### src/rtl/mem_arb_pkg.sv
// mem_arb_pkg: shared state encoding, requester IDs and default limits for the memory port arbiter
package mem_arb_pkg;
  typedef enum logic [1:0] {IDLE = 2'd0, D_BUSY = 2'd1, I_BUSY = 2'd2} state_e;
  localparam logic REQ_I = 1'b0;
  localparam logic REQ_D = 1'b1;
  localparam int DEF_MAX_D_STREAK = 4;
  localparam int DEF_TIMEOUT = 255;
endpackage

### src/rtl/mem_arb_timer.sv
// mem_arb_timer: loadable up-counter that stops at TIMEOUT and flags terminal count
module mem_arb_timer #(
  parameter int TIMEOUT = 255,
  localparam int W = $clog2(TIMEOUT + 1)
) (
  input  logic         clk,
  input  logic         rst,
  input  logic         ld_i,
  input  logic [W-1:0] ld_val_i,
  input  logic         en_i,
  output logic         tc_o
);
  logic [W-1:0] cnt_q, cnt_d;
  assign tc_o = cnt_q == W'(TIMEOUT);
  always_comb cnt_d = ld_i ? ld_val_i : (en_i && !tc_o) ? cnt_q + W'(1) : cnt_q;
  always_ff @(posedge clk) cnt_q <= rst ? '0 : cnt_d;
endmodule

### src/rtl/mem_port_arbiter.sv
// mem_port_arbiter: shares one variable-latency memory port between fetch and data requesters,
// data-first with a streak limit so fetch is never starved, and a per-transaction timeout
module mem_port_arbiter import mem_arb_pkg::*; #(
  parameter int ADDR_W = 32,
  parameter int DATA_W = 32,
  parameter int MAX_D_STREAK = DEF_MAX_D_STREAK,
  parameter int TIMEOUT = DEF_TIMEOUT
) (
  input  logic              clk,
  input  logic              rst,
  input  logic              i_req,
  input  logic [ADDR_W-1:0] i_addr,
  output logic [DATA_W-1:0] i_rdata,
  output logic              i_done,
  input  logic              d_req,
  input  logic              d_we,
  input  logic [ADDR_W-1:0] d_addr,
  input  logic [DATA_W-1:0] d_wdata,
  output logic [DATA_W-1:0] d_rdata,
  output logic              d_done,
  output logic              bus_err,
  output logic              mem_valid,
  output logic              mem_we,
  output logic [ADDR_W-1:0] mem_addr,
  output logic [DATA_W-1:0] mem_wdata,
  input  logic              mem_ready,
  input  logic [DATA_W-1:0] mem_rdata
);
  localparam int SW = $clog2(MAX_D_STREAK + 1);
  localparam int TW = $clog2(TIMEOUT + 1);
  state_e state_q, state_d;
  logic [SW-1:0] streak_q, streak_d;
  logic mem_valid_q, mem_valid_d, mem_we_q, mem_we_d;
  logic [ADDR_W-1:0] mem_addr_q, mem_addr_d;
  logic [DATA_W-1:0] mem_wdata_q, mem_wdata_d, i_rdata_q, i_rdata_d, d_rdata_q, d_rdata_d;
  logic i_done_q, i_done_d, d_done_q, d_done_d, bus_err_q, bus_err_d;
  logic i_m, d_m, sat, idle, busy, grant_d, grant_i, tmo, fin_ok, fin_to, fin, owner;
  // a requester is masked in its own done cycle so a held req is not re-served
  assign i_m     = i_req & ~i_done_q;
  assign d_m     = d_req & ~d_done_q;
  assign sat     = streak_q == SW'(MAX_D_STREAK);
  assign idle    = state_q == IDLE;
  assign busy    = !idle;
  assign grant_d = idle & d_m & ~(i_m & sat);
  assign grant_i = idle & ~grant_d & i_m;
  assign fin_ok  = busy & mem_ready;
  assign fin_to  = busy & ~mem_ready & tmo;
  assign fin     = fin_ok | fin_to;
  assign owner   = state_q == D_BUSY ? REQ_D : REQ_I;
  mem_arb_timer #(.TIMEOUT(TIMEOUT)) u_timer (
    .clk(clk), .rst(rst), .ld_i(grant_d | grant_i), .ld_val_i(TW'(0)), .en_i(busy), .tc_o(tmo)
  );
  always_comb begin
    state_d     = grant_d ? D_BUSY : grant_i ? I_BUSY : fin ? IDLE : state_q;
    streak_d    = grant_d ? (i_m ? (sat ? streak_q : streak_q + SW'(1)) : '0) : grant_i ? '0 : streak_q;
    mem_valid_d = (grant_d | grant_i) ? 1'b1 : fin ? 1'b0 : mem_valid_q;
    mem_we_d    = grant_d ? d_we : grant_i ? 1'b0 : mem_we_q;
    mem_addr_d  = grant_d ? d_addr : grant_i ? i_addr : mem_addr_q;
    mem_wdata_d = grant_d ? d_wdata : grant_i ? '0 : mem_wdata_q;
    i_done_d    = fin & (owner == REQ_I);
    d_done_d    = fin & (owner == REQ_D);
    bus_err_d   = fin_to;
    i_rdata_d   = (fin_ok && owner == REQ_I) ? mem_rdata : i_rdata_q;
    d_rdata_d   = (fin_ok && owner == REQ_D && !mem_we_q) ? mem_rdata : d_rdata_q;
  end
  always_ff @(posedge clk) begin
    if (rst) begin
      state_q     <= IDLE;
      streak_q    <= '0;
      mem_valid_q <= 1'b0;
      mem_we_q    <= 1'b0;
      mem_addr_q  <= '0;
      mem_wdata_q <= '0;
      i_done_q    <= 1'b0;
      d_done_q    <= 1'b0;
      bus_err_q   <= 1'b0;
      i_rdata_q   <= '0;
      d_rdata_q   <= '0;
    end else begin
      state_q     <= state_d;
      streak_q    <= streak_d;
      mem_valid_q <= mem_valid_d;
      mem_we_q    <= mem_we_d;
      mem_addr_q  <= mem_addr_d;
      mem_wdata_q <= mem_wdata_d;
      i_done_q    <= i_done_d;
      d_done_q    <= d_done_d;
      bus_err_q   <= bus_err_d;
      i_rdata_q   <= i_rdata_d;
      d_rdata_q   <= d_rdata_d;
    end
  end
  assign mem_valid = mem_valid_q;
  assign mem_we    = mem_we_q;
  assign mem_addr  = mem_addr_q;
  assign mem_wdata = mem_wdata_q;
  assign i_done    = i_done_q;
  assign d_done    = d_done_q;
  assign bus_err   = bus_err_q;
  assign i_rdata   = i_rdata_q;
  assign d_rdata   = d_rdata_q;
endmodule

### config.mk
export PLATFORM = sky130hd
export DESIGN_NAME = mem_port_arbiter
export DESIGN_NICKNAME = d
export VERILOG_FILES = /design/src/rtl/mem_arb_pkg.sv /design/src/rtl/mem_arb_timer.sv /design/src/rtl/mem_port_arbiter.sv
export SDC_FILE = /design/constraint.sdc
export NUM_CORES = 1
export LEC_CHECK = 0
export ABC_AREA = 1
export BUFFER_PORTS_ARGS = -buffer_cell sky130_fd_sc_hd__buf_2
export CORE_ASPECT_RATIO = 1.75
export CORE_UTILIZATION = 43
export DETAILED_ROUTE_END_ITERATION = 6
export GPL_ROUTABILITY_DRIVEN = 0
export GPL_TIMING_DRIVEN = 0
export HOLD_SLACK_MARGIN = 0.1
export PLACE_DENSITY = 0.77
export SYNTH_ARGS = -nofsm -noshare
export SYNTH_HDL_FRONTEND = slang
export SYNTH_SLANG_ARGS = --single-unit
### constraint.sdc
create_clock -name clk -period 4 [get_ports clk]
set_input_delay 0.8 -clock clk [delete_from_list [all_inputs] [get_ports clk]]
set_output_delay 0.8 -clock clk [all_outputs]
set_load 0.05 [all_outputs]
==> impl_metrics.py <==
metrics = {
    "status": {
        "status": "complete, no violations",
    },
    "critical_path": {
        "crit_start": "rst",
        "path_class": "input port to register",
        "crit_slowest_cell": "buf_1",
        "startpoint_type": "input port",
        "endpoint_kind": "register",
        "cp.depth": 6,
        "worstPathArrival_ns": 2.24,
        "cp_top_family": "buffers and inverters",
        "critPathBufInv": 4,
        "crit_path_max_fanout": 10,
        "crit_chain": "buf_2, inv_1, buf_2, buf_1, o21ai_1, nor2_1",
        "worstPathRequired_ns": 4.35,
        "r2r-start": "streak_q[0]",
        "rr_worst_depth": 9,
        "crit_top_cell": "buf_2",
        "slowest_delay_ns": 0.49,
    },
    "floorplan": {
        "die_y_um": 156,
        "die_w_um": 90.3,
        "core-area_um2": 13400,
        "initial_core_util": 0.438,
        "ios": 267,
        "dieArea_um2": 14100,
        "rows": 56,
    },
    "global_route": {
        "grt_util_met2": 0.458,
        "grt_use_met3": 0.0578,
        "use_met1": 0.243,
        "antenna_found_initial": 2,
        "grt_pass1_wl_mm": 26.9,
        "grt-busiest-layer": "met2",
        "gr-usage-all-layers": 0.241,
        "grt_remaining_overflow": 0,
        "grt_start_max_net_pins": 17,
        "grt_pass1_vias": 5673,
    },
    "synthesis": {
        "yosysWarnings": 0,
        "yosysTopAreaCell": "dfxtp_1",
        "syn_avg_cell_area_um2": 7.03,
        "synth-seq-cells": 146,
        "netlist.area_leader.share": 0.498,
        "synth_ff_type": "dfxtp_1",
        "synthCells": 834,
        "syn_nets": 971,
        "synth_top_cells_by_count": "227 x nand2_1, 161 x nor2_1, 146 x dfxtp_1, 87 x nand3_1, 66 x inv_1",
        "synth_edf_count": 0,
        "synth_cell_type_count": 23,
        "ys_async_sr_fraction": 0,
        "yosysSeqAreaShare": 0.498,
        "yosys-top-cells-area": "dfxtp_1 50%, nand2_1 15%, nor2_1 10%, nand3_1 7.4%, o21ai_0 5.1%",
        "synth_area_um2": 5860,
        "yosysMostFrequentCell": "nand2_1",
    },
    "cts": {
        "clk_pin_slew_ns": 0.06,
        "clk_latency_ns": 0.42,
        "ctsResizeCount": 0,
        "cts_tree": "done",
        "cts_buffer_depth": 2,
        "cts.sinks": 146,
        "cts_root_buffer": "clkbuf_16",
        "htree_levels": 4,
        "cts_setup_buffers": 0,
        "cts_inserted_buffers": 17,
        "holdBufCountCts": 0,
    },
    "detailed_routing": {
        "wire_per_inst_um": 13.3,
        "drc_errors": 0,
        "drt-vias-per-instance": 4.76,
        "drtAntennaViolNets": 0,
        "vias": 6227,
        "drt_iter0_drc": 279,
        "first_pass_iters": 5,
        "drt_wl_total_mm": 17.4,
    },
    "worst_hold_path": {
        "hp-class": "register to register",
        "hold_path_depth": 2,
        "min_from": "mem_wdata[13]",
    },
    "place": {
        "dp.cells": 1274,
        "dp_hpwl_mm": 13.1,
        "io_buffers": 266,
        "pre_cts_ws_ns": 1.67,
        "dpl_cell_area_um2": 7410,
    },
    "sta": {
        "finalCriticalPeriod_ns": 1.89,
        "setup_tns_ns": 0,
        "finalHoldViolCount": 0,
        "rsz0062_at_grt": "false",
        "setup_viol": 0,
        "fin_crit_sh": 0.472,
        "tightest_slew_ns": 0.582,
        "fin_skew_ns": 0.00953,
        "drv_slew": 0,
        "relSlewSlack": 0.612,
        "fmax_mhz": 530,
        "fin_ws_ns": 2.11,
        "fin_hold_ws_ns": 0.440,
    },
    "power": {
        "peakVddDrop_mv": 0.367,
        "p_leak_uw": 0.00443,
        "power_density_nw_per_um2": 570,
    },
    "layout": {
        "drive_gt1_frac": 0.299,
        "multi_input_area_um2": 2450,
        "nets": 1256,
        "fin_cells": 1308,
        "final_area_um2": 8020,
        "regArea_um2": 2920,
        "fill_cells": 1284,
        "syn_to_final_growth_pct": 36.8,
    },
    "flow_run": {
        "maxCapViolations": 0,
    },
}
[final timing paths]
| path | endpoint | slack (ns) |
|---|---|---|
| max | i_rdata[30] | 2.11 |
| min | mem_wdata[13] | 0.44 |
| max reg2reg | mem_addr[24] | 2.14 |
| min reg2reg | mem_wdata[13] | 0.44 |
[cell type report]
type                    count  area share
flip-flops and latches    146       0.364
multi-input cells         573       0.306
repair buffers            266       0.166
clock buffers              18      0.0547
inverters                  71      0.0332
plain buffers              44      0.0276
well taps                 174      0.0271
clock inverters            14      0.0206
diodes                      2    0.000624
[worst register-to-register path, stage by stage, from the launching register on]
cell     delay [ns]
dfxtp_1        0.35
inv_1          0.07
ha_1           0.19
nand4_1        0.18
buf_2          0.26
buf_1          0.39
nand3_1        0.14
nand3_1        0.11
nand2_1        0.05
inv_1          0.06
[registers in the layout, summed over array words and instances (netlist names)]
name	cells
streak_q	3
d_done	1
d_rdata	32
state_q	2
mem_we	1
mem_wdata	32
i_rdata	32
mem_valid	1
bus_err	1
mem_addr	32
i_done	1
u_timer.cnt_q	8
[layer usage]
layer | part of all wire | routed length (um)
met1 | 0.38 | 6560
met5 | 0 | 0
met2 | 0.53 | 9220
met3 | 0.059 | 1020
met4 | 0.033 | 567
[where the power goes]
part	internal [uW]	total (uW)	switching (uW)
Sequential	1610	1690	75.8
Clock	956	1620	667
Combinational	308	1260	951
[through the flow]
step / utilization / total power, uW
2_1_floorplan: - / 2630
3_3_place_gp: 0.554 / 2960
3_5_place_dp: 0.554 / 2970
4_1_cts: 0.599 / 4600
5_1_grt: 0.599 / 4770
6_report: 0.599 / 4570
[logic make-up after synthesis]
| family | Yosys count | share of synthesized area |
|---|---|---|
| AND/OR/NAND/NOR | 490 | 0.341 |
| flip-flops | 146 | 0.498 |
| buffers and inverters | 115 | 0.0832 |
| AO/OA/AOI/OAI | 76 | 0.0651 |
| XOR/XNOR | 4 | 0.00597 |
| adder cells (fa/ha/maj) | 3 | 0.00640 |
[cell usage in the layout, fill, tap and decap left out, drive strengths merged, types with 3 or more instances in the layout]
cell / n
nor2: 165
inv: 79
nand2: 231
nand4: 5
a21oi: 9
nand3: 87
buf: 299
ha: 3
clkbuf: 29
dfxtp: 146
xor2: 4
o21ai: 66
Power figures use the tool's default switching activity.
